$ cat config.mk
export PLATFORM = sky130hd
export DESIGN_NAME = lc_transition_arbiter
export DESIGN_NICKNAME = d
export VERILOG_FILES = /design/src/rtl/lc_pkg.sv /design/src/rtl/lc_rr_arbiter.sv /design/src/rtl/lc_transition_arbiter.sv
export SDC_FILE = /design/constraint.sdc
export NUM_CORES = 1
export LEC_CHECK = 0
export CAP_MARGIN = 20
export CORE_AREA = 2 2 409 411
export DETAILED_ROUTE_END_ITERATION = 16
export DIE_AREA = 0 0 411 413
export SYNTH_ARGS = -nofsm -noshare
export SYNTH_HDL_FRONTEND = slang
export SYNTH_SLANG_ARGS = --single-unit
$ cat constraint.sdc
create_clock -name clk -period 2.3 [get_ports clk]
set_clock_uncertainty 0.15 [all_clocks]
set_input_delay 0.46 -clock clk [delete_from_list [all_inputs] [get_ports clk]]
set_output_delay 0.46 -clock clk [all_outputs]
set_load 0.03 [all_outputs]
$ cat src/rtl/lc_pkg.sv
// Shared lifecycle definitions used by the transition arbiter and by
// lifecycle_protection.
//   ID_W        : default authentication identifier width
//   LC_EOL      : end-of-life lifecycle state encoding; no transitions allowed
//   arb_state_t : transition arbiter FSM states
package lc_pkg;

    localparam int ID_W = 256;

    localparam logic [2:0] LC_EOL = 3'd5;

    typedef enum logic [1:0] {
        IDLE,
        WAIT,
        RELEASE,
        DONE
    } arb_state_t;

endpackage

$ cat src/rtl/lc_rr_arbiter.sv
// Combinational round-robin pick. The search starts at ptr and wraps modulo
// NUM_REQ; the first eligible index wins. The pointer register lives in the
// parent.
//   eligible : requesters allowed to be granted this cycle
//   ptr      : index where the search starts (must be < NUM_REQ)
//   grant    : one-hot grant (all zero when nothing is eligible)
//   idx      : binary index of the granted requester
//   any      : at least one requester is eligible
module lc_rr_arbiter #(
    parameter int NUM_REQ = 3,
    parameter int IDX_W   = $clog2(NUM_REQ)
) (
    input  logic [NUM_REQ-1:0] eligible,
    input  logic [IDX_W-1:0]   ptr,
    output logic [NUM_REQ-1:0] grant,
    output logic [IDX_W-1:0]   idx,
    output logic               any
);

    always_comb begin
        int j;
        j     = 0;
        grant = '0;
        idx   = '0;
        any   = 1'b0;
        for (int i = 0; i < NUM_REQ; i++) begin
            j = int'(ptr) + i;
            if (j >= NUM_REQ) j = j - NUM_REQ;
            if (!any && eligible[j]) begin
                any      = 1'b1;
                grant[j] = 1'b1;
                idx      = IDX_W'(j);
            end
        end
    end

endmodule

$ cat src/rtl/lc_transition_arbiter.sv
// Shares the single lifecycle transition port among NUM_REQ requesters.
// One authentication attempt runs at a time; lc_success_i passes it, a
// response timeout fails it. Consecutive failures per requester are counted
// and a requester is locked out (until reset) once MAX_FAILS is reached.
//   clk, rst     : clock, asynchronous active-low reset
//   req          : per-requester request level, held until its done
//   req_id       : identifier of requester i in [i*ID_W +: ID_W]
//   done, ok     : one-cycle completion pulse and result per requester
//   locked       : sticky per-requester lockout
//   busy         : attempt in flight
//   lc_req_o     : transition request to lifecycle_protection
//   lc_id_o      : identifier to lifecycle_protection
//   lc_success_i : success level from lifecycle_protection
//   lc_state_i   : current lifecycle state
//
// state   | meaning
// IDLE    | pick next eligible requester (round robin)
// WAIT    | lc_req_o high, waiting for success or timeout
// RELEASE | lc_req_o low for RELEASE_CYC cycles so protection can rearm
// DONE    | report result, update fail counter / lockout
module lc_transition_arbiter
    import lc_pkg::*;
#(
    parameter int NUM_REQ     = 3,
    parameter int ID_W        = lc_pkg::ID_W,
    parameter int TIMEOUT     = 16,
    parameter int MAX_FAILS   = 3,
    parameter int RELEASE_CYC = 2
) (
    input  logic                    clk,
    input  logic                    rst,
    input  logic [NUM_REQ-1:0]      req,
    input  logic [NUM_REQ*ID_W-1:0] req_id,
    output logic [NUM_REQ-1:0]      done,
    output logic [NUM_REQ-1:0]      ok,
    output logic [NUM_REQ-1:0]      locked,
    output logic                    busy,
    output logic                    lc_req_o,
    output logic [ID_W-1:0]         lc_id_o,
    input  logic                    lc_success_i,
    input  logic [2:0]              lc_state_i
);

    localparam int PTR_W = $clog2(NUM_REQ);
    localparam int TMR_W = $clog2(TIMEOUT + RELEASE_CYC);
    localparam int CNT_W = $clog2(MAX_FAILS + 1);

    arb_state_t state, next_state;

    logic [NUM_REQ-1:0] gnt_oh, sel_oh;
    logic [PTR_W-1:0]   gnt_idx, sel_idx, rr_ptr;
    logic               gnt_any;
    logic [TMR_W-1:0]   timer;
    logic               result;
    logic               eol_skip;
    logic [CNT_W-1:0]   fail_cnt [NUM_REQ];

    logic [NUM_REQ-1:0] done_d, ok_d;
    logic               lc_req_d, busy_d;
    logic               wait_exit, rel_exit;

    lc_rr_arbiter #(
        .NUM_REQ (NUM_REQ),
        .IDX_W   (PTR_W)
    ) u_rr (
        .eligible (req & ~locked),
        .ptr      (rr_ptr),
        .grant    (gnt_oh),
        .idx      (gnt_idx),
        .any      (gnt_any)
    );

    assign wait_exit = lc_success_i || (timer == TMR_W'(TIMEOUT - 1));
    assign rel_exit  = (timer == TMR_W'(RELEASE_CYC - 1));

    always_ff @(posedge clk or negedge rst) begin
        if (!rst) state <= IDLE;
        else      state <= next_state;
    end

    always_comb begin
        next_state = state;
        case (state)
            IDLE:    if (gnt_any) next_state = (lc_state_i == LC_EOL) ? DONE : WAIT;
            WAIT:    if (wait_exit) next_state = RELEASE;
            RELEASE: if (rel_exit) next_state = DONE;
            DONE:    next_state = IDLE;
            default: next_state = IDLE;
        endcase
    end

    // Next values of the registered outputs.
    always_comb begin
        lc_req_d = (next_state == WAIT);
        busy_d   = (next_state != IDLE);
        done_d   = (state == DONE) ? sel_oh : '0;
        ok_d     = (state == DONE && result) ? sel_oh : '0;
    end

    always_ff @(posedge clk or negedge rst) begin
        if (!rst) begin
            done     <= '0;
            ok       <= '0;
            locked   <= '0;
            busy     <= 1'b0;
            lc_req_o <= 1'b0;
            lc_id_o  <= '0;
            rr_ptr   <= '0;
            sel_oh   <= '0;
            sel_idx  <= '0;
            timer    <= '0;
            result   <= 1'b0;
            eol_skip <= 1'b0;
            for (int i = 0; i < NUM_REQ; i++) fail_cnt[i] <= '0;
        end else begin
            done     <= done_d;
            ok       <= ok_d;
            busy     <= busy_d;
            lc_req_o <= lc_req_d;

            // Timer restarts on every state change so WAIT and RELEASE share it.
            if (state != next_state) timer <= '0;
            else                     timer <= timer + 1'b1;

            case (state)
                IDLE: begin
                    if (gnt_any) begin
                        sel_oh   <= gnt_oh;
                        sel_idx  <= gnt_idx;
                        result   <= 1'b0;
                        eol_skip <= (lc_state_i == LC_EOL);
                        rr_ptr   <= (gnt_idx == PTR_W'(NUM_REQ - 1)) ? '0 : gnt_idx + 1'b1;
                        if (lc_state_i != LC_EOL) lc_id_o <= req_id[gnt_idx*ID_W +: ID_W];
                    end
                end
                WAIT: begin
                    // Success wins over a simultaneous timeout.
                    if (wait_exit) begin
                        result  <= lc_success_i;
                        lc_id_o <= '0;
                    end
                end
                DONE: begin
                    // An EOL refusal is not an authentication failure.
                    if (!eol_skip) begin
                        if (result) begin
                            fail_cnt[sel_idx] <= '0;
                        end else begin
                            if (fail_cnt[sel_idx] != CNT_W'(MAX_FAILS))
                                fail_cnt[sel_idx] <= fail_cnt[sel_idx] + 1'b1;
                            if (fail_cnt[sel_idx] >= CNT_W'(MAX_FAILS - 1))
                                locked[sel_idx] <= 1'b1;
                        end
                    end
                end
                default: ;
            endcase
        end
    end

endmodule

==> impl_metrics.yaml <==
floorplan:
  die-height_um: 413
  design.die.area_um2: 170000
  coreArea_um2: 166000
  placementRows: 150
  initial_utilization: 0.0974
  floorplan.io_pins: 1044
  chipWidth_um: 411
run:
  maxCapViolations: 0
place:
  portBuffers: 1043
  globalplace.congestion: 0.949
  post_place_cell_area_um2: 30800
  dpl_worst_slack_ns: -0.907
  hpwl_um: 124000
setup_path:
  crit-reg2reg-capture: "lc_id_o[49]"
  setup.reg_to_reg.worst_slack_ns: -0.34
  reg2reg_depth: 10
  crit_path_frequent_cell: "sky130_fd_sc_hd__buf_12"
  cp_slowest_stage_delay_ns: 0.43
  crit_chain: "ha_4 -> a211oi_2 -> nor3_4 -> buf_12 -> buf_12 -> buf_16 -> buf_6 -> mux2i_4 -> a21oi_2 -> a22o_1"
  critical_path_peak_fanout: 7
  timing.setup.critical_path_class: "flip-flop to flip-flop"
  timing.critical_path.arrival_ns: 2.94
  worstReg2RegStart: "rr_ptr[1]"
  critical_path_required_ns: 2.59
  cpMaxStageDelayCell: "sky130_fd_sc_hd__dfrtp_1"
  endpoint_kind: "flip-flop"
  start_kind: "flip-flop"
global_route:
  grt_pass1_wl_um: 183000
  grt_antenna_before_repair: 133
  globalRoute.totalOverflow: 0
  first_global_vias: 18900
  grt_start_max_net_pins: 72
  grtUsageTotal: 0.160
drt:
  route.detailed.wl_per_inst_um: 28.4
  totalWireLength_um: 144000
  vias: 19200
  detail-route-antenna-nets: 0
  detail_route.first_pass.iterations: 6
  route.detailed.drc: 0
  via_per_inst: 3.78
  drt_iter0_markers: 1337
power:
  vdd.ir_drop.worst_mv: 0.761
  power_per_cell_area_nw_per_um2: 1450
  leakage_nw: 13.2
sta:
  maxSlewHeadroom: 0.603
  totalNegativeSetupSlack_ns: -55.89
  final.period_utilization: 1.15
  rsz0062_at_grt: "true"
  max_freq_ghz: 0.378
  final-hold-violation-count: 0
  slew_violations: 0
  finalCriticalPeriod_ns: 2.64
  fin_ws_ns: -0.343
  setup_viol: 344
  tightest_slew_ns: 0.593
synth:
  ys_seq_elements: 289
  muxShareOfSynthArea: 0.167
  ys_seq_area_frac: 0.448
  largest_family_of_logic_cells_by_synthesized_area: "compound AO/OA/AOI/OAI gates"
  syn-cell-area_um2: 16200
  synthXorXnorAreaFrac: 0.00108
  synth_area_per_inst_um2: 10.1
  synthAdderAreaFrac: 0.00759
  syn-num-nets: 2389
  synthesis.yosys.warnings: 0
  synth-simple-area-share: 0.0816
  synthCells: 1603
  ys_types: 50
  synth_compound_gate_area_share: 0.237
cts:
  clock_tree_from_tritoncts: "built"
  cts-root-to-sink-buffers: 3
  worst_setup_hold_path_clk_slew_ns: 0.06
  ctsHtreeMaxLevel: 2
  worstSkewPairLatency_ns: 0.55
  cts_made_buffers: 40
  cts.sink_count: 289
  clock_tree.root_cell: "sky130_fd_sc_hd__clkbuf_16"
min_path:
  min_path_type: "primary input to async pin"
finish:
  num-nets-final: 3586
  syn2layout_area_growth_pct: 106
  drive_gt1_frac: 0.164
  postLayoutCellArea_um2: 33400
  finish.utilization: 0.201
outcome:
  status: "complete, but fails checks"
  violations: "negative setup slack"
## through the flow
step,instances,hold WS (ns),total power [mW]
detailed placement,4930,0.184,39.5
CTS,5024,0.0861,48.0
global placement,4930,0.183,39.3
finish,5073,0.163,48.2
global route,5053,0.138,50.7
floorplan,1603,0.0144,25.0
## area by class of cell
class	instances	area (um^2)
fillers	18200	133000
clock buffers	55	1110
flip-flops and latches	289	7230
multi-input cells	1153	8470
well taps	2204	2760
repair buffers	1304	13400
clock inverters	16	201
inverters	12	47.5
diodes	40	100
## cells in the mapped netlist (all sizes together)
library cell,n,area share
clkbuf,21,0.0049
a31oi,1,0.00039
mux2,8,0.0056
a21boi,1,0.0012
o22ai,2,0.0012
o21bai,4,0.0019
or2,1,0.00039
inv,12,0.0028
a211o,1,0.00054
and3,7,0.0027
nor2b,6,0.0023
or3,2,0.00077
o31ai,2,0.00093
a221oi,1,0.00054
nand4bb,1,0.00070
a21oi,263,0.081
mux2i,260,0.16
nand3b,1,0.00046
o21ai,10,0.0031
maj3,1,0.00062
nand2b,7,0.0035
nand3,4,0.0012
o211ai,1,0.00077
and2,1,0.00039
a41oi,1,0.00054
o32ai,1,0.00054
a32oi,1,0.00054
nor3,7,0.0025
nor2,276,0.065
a2111o,1,0.00070
a211oi,2,0.0015
xnor2,1,0.00054
ha,9,0.0070
buf,128,0.051
xor2,1,0.00054
a222oi,2,0.0012
o311ai,1,0.00054
nand2,8,0.0020
a22o,256,0.14
o2111ai,1,0.00054
dfrtp,289,0.45
## layer usage
layer  GRT usage  routed length [um]  share of wire
met1       0.184               54700           0.38
met2       0.266               68600           0.48
met3      0.0767               16700           0.12
met4      0.0411                3940          0.027
met5           0                 394         0.0027
## logic make-up after synthesis
group                    Yosys count
XOR/XNOR                           2
multiplexers                     268
AO/OA/AOI/OAI                    552
buffers and inverters            161
AND/OR/NAND/NOR                  321
flip-flops                       289
adder cells (fa/ha/maj)           10
## registers in the layout, summed over array words and instances, names as in the netlist, 3 cells and up
name / cells
done: 3
fail_cnt: 6
locked: 3
sel_oh: 3
lc_id_o: 256
timer: 5
ok: 3
## critical path: cells and delay by family, from the launching register on
family	cells	cell delay [ns]
muxes	1	0.30
buffers and inverters	4	0.59
AOI/OAI and AO/OA	3	0.36
DFF	1	0.43
adders and majority gates	1	0.33
and+or+nand+nor	1	0.31
## report_power, final
group	internal, mW	switching, mW	total [mW]
logic	15.0	17.7	32.7
registers	7.45	1.61	9.06
clock network	3.81	2.62	6.44
## worst max path at each step
stage / start / to / slack, ns / depth (start not counted)
after floorplan: rr_ptr[0] / lc_id_o[100] / 0.01 / 12
after global placement: req[0] / lc_id_o[30] / -0.89 / 10
after detailed placement: req[0] / lc_id_o[32] / -0.91 / 10
after CTS: rr_ptr[0] / lc_id_o[68] / -0.31 / 12
after global routing: rr_ptr[1] / lc_id_o[77] / -0.39 / 10
final: rr_ptr[1] / lc_id_o[49] / -0.34 / 10
## repair_timing
action,CTS,global route
endpoints found under the hold margin,171,0
buffers inserted,18,5
pin swaps,33,27
resized for setup,96,47
endpoints found under the setup margin,416,433
cloned,6,4
hold buffers,1,0
## cells in the final DEF (no fill, tap or decap), drive strengths merged, types with 2 or more instances in the layout
master	n
nor3	7
o22ai	2
clkbuf	59
clkdlybuf4s50	993
a22o	256
bufinv	4
dfrtp	289
nand2	8
or3	2
nor2	276
o21bai	4
o21ai	10
a222oi	2
inv	13
mux2	8
clkinv	10
buf	305
a211oi	2
nor2b	6
o31ai	2
a21oi	263
nand3	4
ha	9
nand2b	7
mux2i	260
and3	7
diode	40
(Power assumes the default switching activity.)
